$ cat config.mk
export PLATFORM = sky130hd
export DESIGN_NAME = dbus_arbiter_flat
export DESIGN_NICKNAME = d
export VERILOG_FILES = /design/src/rtl/dbus_pkg.sv /design/src/rtl/dbus_if.sv /design/src/rtl/dbus_rr_starve.sv /design/src/rtl/dbus_arbiter.sv /design/src/flat_wrapper.sv
export SDC_FILE = /design/constraint.sdc
export NUM_CORES = 1
export LEC_CHECK = 0
export BUFFER_PORTS_ARGS = -buffer_cell sky130_fd_sc_hd__clkbuf_2
export CAP_MARGIN = 10
export CELL_PAD_IN_SITES_DETAIL_PLACEMENT = 1
export CELL_PAD_IN_SITES_GLOBAL_PLACEMENT = 2
export CORE_MARGIN = 2
export CORE_UTILIZATION = 11
export DETAILED_ROUTE_END_ITERATION = 10
export PLACE_DENSITY_LB_ADDON = 0.1
export SLEW_MARGIN = 20
export SYNTH_ARGS = -nofsm -noshare
export SYNTH_HDL_FRONTEND = slang
export SYNTH_SLANG_ARGS = --single-unit
export TNS_END_PERCENT = 30
$ cat constraint.sdc
create_clock -name clk -period 1.8 [get_ports clk]
set_input_delay 0.18 -clock clk [delete_from_list [all_inputs] [get_ports clk]]
set_output_delay 0.18 -clock clk [all_outputs]
set_load 0.005 [all_outputs]
$ cat src/rtl/dbus_pkg.sv
// Shared data-bus definitions: widths, arbiter state, master id, payload
// struct and the memory/I/O region decode helper.
package dbus_pkg;

  localparam int unsigned ADDR_W = 16;
  localparam int unsigned DATA_W = 16;
  localparam int unsigned WEN_W  = 2;
  localparam int unsigned NUM_M  = 2;
  localparam int unsigned CNT_W  = 4;

  localparam logic [ADDR_W-1:0] MEMADDRBASE_DEF  = 16'h2000;
  localparam int unsigned       STARVE_LIMIT_DEF = 4;

  typedef enum logic [1:0] {
    FREE,
    LOCK0,
    LOCK1
  } arb_state_t;

  typedef logic master_id_t;

  // One master's outgoing transaction payload.
  typedef struct packed {
    logic [ADDR_W-1:0] addr;
    logic [DATA_W-1:0] wdata;
    logic [WEN_W-1:0]  wen;
  } bus_req_t;

  // Addresses at or above base belong to memory, below it to I/O.
  function automatic logic region_is_mem(input logic [ADDR_W-1:0] addr,
                                         input logic [ADDR_W-1:0] base);
    return addr >= base;
  endfunction

endpackage

$ cat src/rtl/dbus_if.sv
// Data-bus bundle between the two masters, the arbiter and the slaves.
// slave modport  : arbiter view (requests/addresses/slave data in, grants/bus out).
// master modport : environment view (masters and slaves), directions reversed.
interface dbus_if;
  import dbus_pkg::*;

  logic [NUM_M-1:0]  m_req;
  logic [NUM_M-1:0]  m_lock;
  logic [ADDR_W-1:0] m0_addr;
  logic [ADDR_W-1:0] m1_addr;
  logic [DATA_W-1:0] m0_wdata;
  logic [DATA_W-1:0] m1_wdata;
  logic [WEN_W-1:0]  m0_wen;
  logic [WEN_W-1:0]  m1_wen;
  logic [NUM_M-1:0]  m_gnt;
  logic [NUM_M-1:0]  m_rvalid;
  logic [DATA_W-1:0] m_rdata;
  logic [ADDR_W-1:0] dread_addr;
  logic [ADDR_W-1:0] dwrite_addr;
  logic [DATA_W-1:0] dwrite_data;
  logic [WEN_W-1:0]  mem_dwrite_en;
  logic [WEN_W-1:0]  io_dwrite_en;
  logic [DATA_W-1:0] mem_dread_data;
  logic [DATA_W-1:0] io_dread_data;

  modport slave (
    input  m_req, m_lock, m0_addr, m1_addr, m0_wdata, m1_wdata, m0_wen, m1_wen,
    input  mem_dread_data, io_dread_data,
    output m_gnt, m_rvalid, m_rdata, dread_addr, dwrite_addr, dwrite_data,
    output mem_dwrite_en, io_dwrite_en
  );

  modport master (
    output m_req, m_lock, m0_addr, m1_addr, m0_wdata, m1_wdata, m0_wen, m1_wen,
    output mem_dread_data, io_dread_data,
    input  m_gnt, m_rvalid, m_rdata, dread_addr, dwrite_addr, dwrite_data,
    input  mem_dwrite_en, io_dwrite_en
  );

endinterface

$ cat src/rtl/dbus_rr_starve.sv
// Starvation tracker for master 1: counts consecutive refused request cycles
// and raises force1 once the count has reached STARVE_LIMIT.
// Ports: clk, reset (async active-high), req1/gnt1 (master 1 request/grant),
//        force1 (master 1 must win this cycle when the bus is free).
module dbus_rr_starve
  import dbus_pkg::*;
#(
  parameter int unsigned STARVE_LIMIT = STARVE_LIMIT_DEF
) (
  input  logic clk,
  input  logic reset,
  input  logic req1,
  input  logic gnt1,
  output logic force1
);

  localparam logic [CNT_W-1:0] LIMIT = CNT_W'(STARVE_LIMIT);

  logic [CNT_W-1:0] starve_cnt;
  logic [CNT_W-1:0] cnt_next;

  // Count refusals, saturating; any grant or idle request clears it.
  always_comb begin
    cnt_next = starve_cnt;
    if (!req1 || gnt1) begin
      cnt_next = '0;
    end else if (starve_cnt != LIMIT) begin
      cnt_next = starve_cnt + CNT_W'(1);
    end
  end

  always_ff @(posedge clk or posedge reset) begin
    if (reset) begin
      starve_cnt <= '0;
    end else begin
      starve_cnt <= cnt_next;
    end
  end

  assign force1 = req1 && (starve_cnt == LIMIT);

endmodule

$ cat src/rtl/dbus_arbiter.sv
// Two-master data-bus arbiter: CPU-favoured fixed priority with a starvation
// override for master 1, per-master bus lock, region-split write enables and
// one-cycle read-data return.
// Ports: clk, reset (async active-high), bus (dbus_if.slave: master requests,
//        locks, payloads and slave read data in; grants, shared bus, decoded
//        write enables, rvalid/rdata out).
module dbus_arbiter
  import dbus_pkg::*;
#(
  parameter logic [ADDR_W-1:0] MEMADDRBASE  = MEMADDRBASE_DEF,
  parameter int unsigned       STARVE_LIMIT = STARVE_LIMIT_DEF
) (
  input  logic    clk,
  input  logic    reset,
  dbus_if.slave   bus
);

  arb_state_t       state;
  arb_state_t       state_next;
  logic [NUM_M-1:0] gnt;
  logic             force1;
  master_id_t       owner;
  bus_req_t         req_m0;
  bus_req_t         req_m1;
  bus_req_t         sel;
  logic             txn;
  logic             rd_txn;
  logic             sel_mem;
  logic [NUM_M-1:0] rvalid;
  logic             rd_mem;

  dbus_rr_starve #(
    .STARVE_LIMIT(STARVE_LIMIT)
  ) u_starve (
    .clk    (clk),
    .reset  (reset),
    .req1   (bus.m_req[1]),
    .gnt1   (gnt[1]),
    .force1 (force1)
  );

  always_ff @(posedge clk or posedge reset) begin
    if (reset) begin
      state <= FREE;
    end else begin
      state <= state_next;
    end
  end

  // Grant selection and lock transitions.
  always_comb begin
    gnt        = '0;
    state_next = state;
    case (state)
      FREE: begin
        if (force1) begin
          gnt = 2'b10;
        end else if (bus.m_req[0]) begin
          gnt = 2'b01;
        end else if (bus.m_req[1]) begin
          gnt = 2'b10;
        end
      end
      LOCK0:   gnt = {1'b0, bus.m_req[0]};
      LOCK1:   gnt = {bus.m_req[1], 1'b0};
      default: gnt = '0;
    endcase
    if (reset) begin
      gnt = '0;
    end

    case (state)
      FREE: begin
        if (gnt[0] && bus.m_lock[0]) begin
          state_next = LOCK0;
        end else if (gnt[1] && bus.m_lock[1]) begin
          state_next = LOCK1;
        end
      end
      LOCK0:   if (!bus.m_lock[0]) state_next = FREE;
      LOCK1:   if (!bus.m_lock[1]) state_next = FREE;
      default: state_next = FREE;
    endcase
  end

  // With no grant the mux falls back to master 0's payload.
  assign req_m0  = '{addr: bus.m0_addr, wdata: bus.m0_wdata, wen: bus.m0_wen};
  assign req_m1  = '{addr: bus.m1_addr, wdata: bus.m1_wdata, wen: bus.m1_wen};
  assign owner   = gnt[1];
  assign sel     = owner ? req_m1 : req_m0;
  assign txn     = |gnt;
  assign rd_txn  = txn && (sel.wen == '0);
  assign sel_mem = region_is_mem(sel.addr, MEMADDRBASE);

  assign bus.m_gnt         = gnt;
  assign bus.dread_addr    = sel.addr;
  assign bus.dwrite_addr   = sel.addr;
  assign bus.dwrite_data   = sel.wdata;
  assign bus.mem_dwrite_en = (txn && sel_mem)  ? sel.wen : '0;
  assign bus.io_dwrite_en  = (txn && !sel_mem) ? sel.wen : '0;

  // Remember who read and from which region for next cycle's return.
  always_ff @(posedge clk or posedge reset) begin
    if (reset) begin
      rvalid <= '0;
      rd_mem <= 1'b0;
    end else begin
      rvalid <= rd_txn ? (owner ? 2'b10 : 2'b01) : 2'b00;
      rd_mem <= rd_txn && sel_mem;
    end
  end

  assign bus.m_rvalid = rvalid;
  assign bus.m_rdata  = rd_mem ? bus.mem_dread_data : bus.io_dread_data;

endmodule

$ cat src/flat_wrapper.sv
// flat-port wrapper written by rule: the top's interface ports become plain ports
module dbus_arbiter_flat import dbus_pkg::*;
#(
  parameter logic [ADDR_W-1:0] MEMADDRBASE  = MEMADDRBASE_DEF,
  parameter int unsigned       STARVE_LIMIT = STARVE_LIMIT_DEF
)
  (clk, reset, bus_m_req, bus_m_lock, bus_m0_addr, bus_m1_addr, bus_m0_wdata, bus_m1_wdata, bus_m0_wen, bus_m1_wen, bus_mem_dread_data, bus_io_dread_data, bus_m_gnt, bus_m_rvalid, bus_m_rdata, bus_dread_addr, bus_dwrite_addr, bus_dwrite_data, bus_mem_dwrite_en, bus_io_dwrite_en);
  dbus_if bus_i ();
  input  logic clk;
  input  logic reset;
  input wire logic [$bits(bus_i.m_req)-1:0] bus_m_req;
  input wire logic [$bits(bus_i.m_lock)-1:0] bus_m_lock;
  input wire logic [$bits(bus_i.m0_addr)-1:0] bus_m0_addr;
  input wire logic [$bits(bus_i.m1_addr)-1:0] bus_m1_addr;
  input wire logic [$bits(bus_i.m0_wdata)-1:0] bus_m0_wdata;
  input wire logic [$bits(bus_i.m1_wdata)-1:0] bus_m1_wdata;
  input wire logic [$bits(bus_i.m0_wen)-1:0] bus_m0_wen;
  input wire logic [$bits(bus_i.m1_wen)-1:0] bus_m1_wen;
  input wire logic [$bits(bus_i.mem_dread_data)-1:0] bus_mem_dread_data;
  input wire logic [$bits(bus_i.io_dread_data)-1:0] bus_io_dread_data;
  output wire logic [$bits(bus_i.m_gnt)-1:0] bus_m_gnt;
  output wire logic [$bits(bus_i.m_rvalid)-1:0] bus_m_rvalid;
  output wire logic [$bits(bus_i.m_rdata)-1:0] bus_m_rdata;
  output wire logic [$bits(bus_i.dread_addr)-1:0] bus_dread_addr;
  output wire logic [$bits(bus_i.dwrite_addr)-1:0] bus_dwrite_addr;
  output wire logic [$bits(bus_i.dwrite_data)-1:0] bus_dwrite_data;
  output wire logic [$bits(bus_i.mem_dwrite_en)-1:0] bus_mem_dwrite_en;
  output wire logic [$bits(bus_i.io_dwrite_en)-1:0] bus_io_dwrite_en;
  assign bus_i.m_req = bus_m_req;
  assign bus_i.m_lock = bus_m_lock;
  assign bus_i.m0_addr = bus_m0_addr;
  assign bus_i.m1_addr = bus_m1_addr;
  assign bus_i.m0_wdata = bus_m0_wdata;
  assign bus_i.m1_wdata = bus_m1_wdata;
  assign bus_i.m0_wen = bus_m0_wen;
  assign bus_i.m1_wen = bus_m1_wen;
  assign bus_i.mem_dread_data = bus_mem_dread_data;
  assign bus_i.io_dread_data = bus_io_dread_data;
  assign bus_m_gnt = bus_i.m_gnt;
  assign bus_m_rvalid = bus_i.m_rvalid;
  assign bus_m_rdata = bus_i.m_rdata;
  assign bus_dread_addr = bus_i.dread_addr;
  assign bus_dwrite_addr = bus_i.dwrite_addr;
  assign bus_dwrite_data = bus_i.dwrite_data;
  assign bus_mem_dwrite_en = bus_i.mem_dwrite_en;
  assign bus_io_dwrite_en = bus_i.io_dwrite_en;
  dbus_arbiter #(.MEMADDRBASE(MEMADDRBASE), .STARVE_LIMIT(STARVE_LIMIT)) u_core (.clk(clk), .reset(reset), .bus(bus_i));
endmodule
=== After elaboration in Yosys (flattened, before gate mapping) ===
Cells that the tools add are included.

* Add/subtract/negate cells: 1
* Magnitude comparators: 1
* Equality and inequality tests: 7
* Multiplexer cells: 18
* Reductions and logical operators: 15

{| class="wikitable"
|+ Operators by type and width
! operator !! count
|-
| $mux W34 || 1
|-
| $mux W2 || 12
|-
| $ge A16 B14 Y1 const B || 1
|-
| $mux W16 || 1
|-
| $pmux W2 S3 || 2
|-
| $mux W4 || 2
|-
| $logic_and A1 B1 Y1 || 7
|-
| $add A4 B1 Y4 const B || 1
|-
| $eq A4 B3 Y1 const B || 1
|-
| $logic_not A2 Y1 || 2
|-
| $ne A2 B2 Y1 const B || 2
|-
| $ne A4 B3 Y1 const B || 1
|-
| $ne A3 B1 Y1 const B || 1
|-
| $reduce_and A3 Y1 || 1
|-
| $eq A2 B1 Y1 const B || 1
|-
| $eq A2 B2 Y1 const B || 1
|-
| $logic_not A1 Y1 || 2
|-
| $reduce_bool A2 Y1 || 1
|-
| $reduce_or A2 Y1 || 1
|-
| $logic_or A1 B1 Y1 || 1
|}

* Register bits after elaboration: 9
* Input bits: 106
* Logic and storage cells: 46

=== Depth between registers and ports, before layout ===
* Depth after elaboration: 10
* Gate-level depth with buffers: 11
* Mapped depth without buffers: 7

=== Modules after synthesis ===
Synthesis repeated with hierarchy kept, for this count alone.

* Cells, all modules: 139
* Area total of the unflattened synthesis: 1,520.2 um^2

{| class="wikitable"
|+ By module, submodules not included
! module !! instances !! cells an instance !! area an instance (um^2) !! sequential area each (um^2)
|-
| dbus_arbiter || 1 || 113 || 1,255.0 || 125.1
|-
| dbus_rr_starve || 1 || 26 || 265.3 || 100.1
|}

=== Worst setup path after synthesis ===
OpenSTA, ideal clock, no wires.

* Kind: register -> output
* From: register u_core.u_starve.starve_cnt[0]
* To: output bus_dwrite_addr[0]
* Data arrival time: 1.679 ns
* Data required time: 1.620 ns
* Path slack: -0.059 ns
* Stages on the path, launching flop included: 12
* Path buffers: 4
* Cell sequence: dfrtp_1 inv_1 ha_1 nand3b_1 a211o_1 buf_6 inv_2 buf_6 buf_6 nand2_1 nand2_1 buf_4

* Cells in the longest elaborated chain, start to end: 6

{| class="wikitable"
|+ RTL lines
! what !! line !! RTL
|-
| from (decl) || dbus_rr_starve.sv:19 || <nowiki>logic [CNT_W-1:0] starve_cnt;</nowiki>
|-
| from (signal assigned) || dbus_rr_starve.sv:36 || <nowiki>starve_cnt <= cnt_next;</nowiki>
|-
| $eq A4 B3 Y1 || dbus_rr_starve.sv:40 || <nowiki>assign force1 = req1 && (starve_cnt == LIMIT);</nowiki>
|-
| $logic_and A1 B1 Y1 || dbus_rr_starve.sv:40 ||
|-
| $mux W2 || dbus_arbiter.sv:56 || <nowiki>if (force1) begin</nowiki>
|-
| $pmux W2 S3 || dbus_arbiter.sv:54 || <nowiki>case (state)</nowiki>
|-
| $mux W2 || dbus_arbiter.sv:68 || <nowiki>if (reset) begin</nowiki>
|-
| $mux W34 || dbus_arbiter.sv:90 || <nowiki>assign sel = owner ? req_m1 : req_m0;</nowiki>
|-
| to (decl) || flat_wrapper.sv:25 || <nowiki>output wire logic [$bits(bus_i.dwrite_addr)-1:0] bus_dwrite_addr;</nowiki>
|}

No other way between the ends.

=== Final worst setup path ===
* From: register u_core.u_starve.starve_cnt[1]
* To: output bus_dread_addr[15]

* Cells in the longest elaborated chain, start to end: 6

{| class="wikitable"
|+ RTL lines
! what !! line !! RTL
|-
| $eq A4 B3 Y1 || dbus_rr_starve.sv:40 ||
|-
| $logic_and A1 B1 Y1 || dbus_rr_starve.sv:40 ||
|-
| $mux W2 || dbus_arbiter.sv:56 ||
|-
| $pmux W2 S3 || dbus_arbiter.sv:54 ||
|-
| $mux W2 || dbus_arbiter.sv:68 ||
|-
| $mux W34 || dbus_arbiter.sv:90 ||
|-
| to (decl) || flat_wrapper.sv:24 || <nowiki>output wire logic [$bits(bus_i.dread_addr)-1:0] bus_dread_addr;</nowiki>
|}

No other way between the ends.

==> impl_results.md <==
* Final Slew Violations at 0
* Gr ovfl total at 0
* CP Data Required Time at 1.62 ns
* Number of global-route vias before repair at 2140
* Critical path peak fanout at 34
* Pwr/cell area at 493 nW/um^2
* FF-to-FF path depth at 7
* Internal power at 0.837 mW
* Clock share of power at 32.2%
* Post-DP HPWL at 5610 um
* Via count at 1931
* Post-CTS setup buffers at 0
* Final hold viol count at 0
* Leakage Power at 1.46 nW
* Average via count per standard cell at 3.79
* TritonRoute pass-1 iters at 2
* Dpl ws at -0.0118 ns
* CTS tree: built
* Cell Chain, Critical Path: inv_2 > ha_4 > nand3b_1 > a211o_1 > buf_6 > nand2_1 > nand2_2 > clkbuf_2
* Setup slack after layout at -0.166 ns
* Violated checks: setup timing
* Fin crit share at 109%
* RePlAce Congestion at 0.684
* Slowest cell on the critical path: dfrtp_1
* Post-synth top area cell: nand2_1
* WS Path Type: register to primary output
* Largest net degree at the start of global routing at 35
* Row count at 39
* Max layer used: met4
* Worst-Margin Slew at 0.420 ns
* Tot Pwr at 1.23 mW
* Max VDD drop at 0.000292 V
* Area share of the largest cell type after synthesis at 29.1%
* Finished Cell Area at 2500 um^2
* Stages on the worst setup path at 8
* First-pass GRT wire length at 10200 um
* Core footprint at 11400 um^2
* Total track usage at 10.0%
* Max Fclk at 509 MHz
* Full die area at 12500 um^2
* Synth area leaders: nand2_1 (29%), dfrtp_1 (18%), mux2_2 (14%)
* Most frequent cells in the layout: clkbuf_2 (163), nand2_1 (84), mux2_2 (16)
* Final setup viols at 53
* Worst Clk Skew at 0.00504 ns
* Final min period at 1.97 ns
* Delay of the slowest critical-path stage at 0.39 ns
* Crit path from: u_core.u_starve.starve_cnt[1]
* YS warnings at 0
* Mapped Cells at 195
* Met3 WL at 760 um
* Avg Cell Area, Syn at 6.55 um^2
* Maximum clock insertion buffer count at 2
* Reg clk slew, reported paths at 0.04 ns
* Max Cap Viol at 0
* Sw power at 0.396 mW
* HP Class: primary input to register
* Area after DPL at 2290 um^2
* Nature of the critical path endpoint: primary output
* Fin Hold WS at 0.181 ns
* Most common cell after layout, fill and taps aside: clkbuf_2
* Met2 WL post-DR at 3610 um
* Switch share at 32.1%
* Initial core utilization at 11.2%
* TritonCTS Buffers at 3
* Worst Path Arrival at 1.79 ns
* CP delay by family, top: buffers and inverters
* # DRC at 0
* Ant. Diodes at 0
* RSZ-0062 raised after global routing: true
* Clock Tree Root: clkbuf_16
* Synth cell types at 29
* I/O pin total at 178
* Routed len/inst at 13.1 um
* Synthesis-stage register bit count at 9
* Flop pwr share at 19.0%
* Share of post-route cells with drive strength above 1 at 65.3%
* Htree depth at 1
* Final WL at 6650 um
* Initial antenna violation count at 0
* Worst hold stages at 2
* Post-Syn Area at 1280 um^2
* Final Net Count at 475
* Initial DRC Count at 38
* Die width at 112 um
* Relative slew slack at 72.0%
* Metal1 wirelength at 2250 um
* Remaining antenna violation count at 0
* Crit path launch type: register
* CTS sink count at 9
* P&R area growth vs syn at 96.0%
* FF-to-FF Start: u_core.u_starve.starve_cnt[1]
* Mapped Nets at 303
* Port-buffer cells at 177
* Chip Height at 112 um
* Comb pwr share at 48.8%
* Seq/Total Area, Yosys at 17.6%
* Hold Startpoint: bus_m_lock[0]
* Status: complete, but fails checks
* Worst-skew pair later-pin latency at 0.24 ns
* CP Buf/Inv Count at 3
-- area by class of cell --
type	instances	area (um^2)
fill	1458	8870
timing repair buffer	194	1090
multi-input combinational	155	913
sequential	9	225
tap	143	179
clock buffer	3	75.1
inverter	4	20.0
clock inverter	1	5.00
-- final timing paths --
| check | to | slack [ns] |
|---|---|---|
| worst max-delay path | bus_dread_addr[15] | -0.17 |
| worst min-delay path | u_core.state[0] | 0.18 |
| worst max register to register | u_core.rd_mem | 0.09 |
| worst min register to register | u_core.state[1] | 0.50 |
| max in group asynchronous | u_core.bus.m_rvalid[1] | 1.03 |
| min in group asynchronous | u_core.state[0] | 0.48 |
-- cells in the mapped netlist --
cell	count
nor3_1	4
inv_2	1
or3b_4	1
nor2_1	7
o21a_1	1
xnor2_1	2
inv_1	3
ha_1	2
a21oi_1	5
nand3_1	1
nand2b_1	2
and3b_1	1
buf_2	2
nor3b_1	2
nor3_2	1
dfrtp_1	9
a211o_1	1
a32oi_1	2
buf_6	4
a22o_1	1
mux2_2	16
buf_4	17
a211oi_4	1
nand2_1	99
clkbuf_1	4
a32o_1	2
a21oi_2	1
nor2b_1	2
nand3b_1	1
-- metal layers --
metal / global-route usage [%] / vias up
met5: 0 / -
met4: 1.23 / 0
met3: 3.43 / 2
met2: 20.8 / 120
met1: 9.55 / 855
li1: - / 954
-- repair_timing --
| action | CTS | global route |
|---|---|---|
| endpoints found under the setup margin | 53 | 54 |
| endpoints found under the hold margin | 9 | 0 |
| pin swaps | 2 | 2 |
| gates cloned | 0 | 2 |
| hold buffers | 1 | 0 |
| gates resized for setup | 5 | 31 |
-- power groups by stage --
stage | Clock, mW | Combinational (mW) | Sequential, mW
global route | 0.419 | 0.680 | 0.236
CTS | 0.410 | 0.588 | 0.234
detailed placement | 0 | 0.578 | 0.237
floorplan | 0 | 0.289 | 0.236
global placement | 0 | 0.583 | 0.236
finish | 0.397 | 0.602 | 0.234
-- sequential cells by signal, summed over array words and instances, names as in the netlist --
| name | flops |
|---|---|
| u_core.bus.m_rvalid | 2 |
| u_core.rd_mem | 1 |
| u_core.state | 2 |
| u_core.u_starve.starve_cnt | 4 |
-- through the flow --
step | TNS [ns] | utilization, % | cells
6_report | -7.52 | 22.0 | 509
2_1_floorplan | -0.710 | - | 195
4_1_cts | -10.29 | 21.1 | 507
5_1_grt | -13.21 | 22.0 | 509
3_3_place_gp | -0.0205 | 20.1 | 502
3_5_place_dp | -0.0240 | 20.1 | 502
-- cell families (layout without fill, tap and decap cells) --
logic type	after synthesis	in the layout	synth area share (%)
compound gates	14	14	9.11
xor+xnor	2	2	1.37
fa+ha+maj	2	2	1.96
buf+inv	31	202	16.6
flops	9	9	17.6
mux	16	16	14.1
simple gates	121	121	39.2
(Power assumes the default switching activity.)
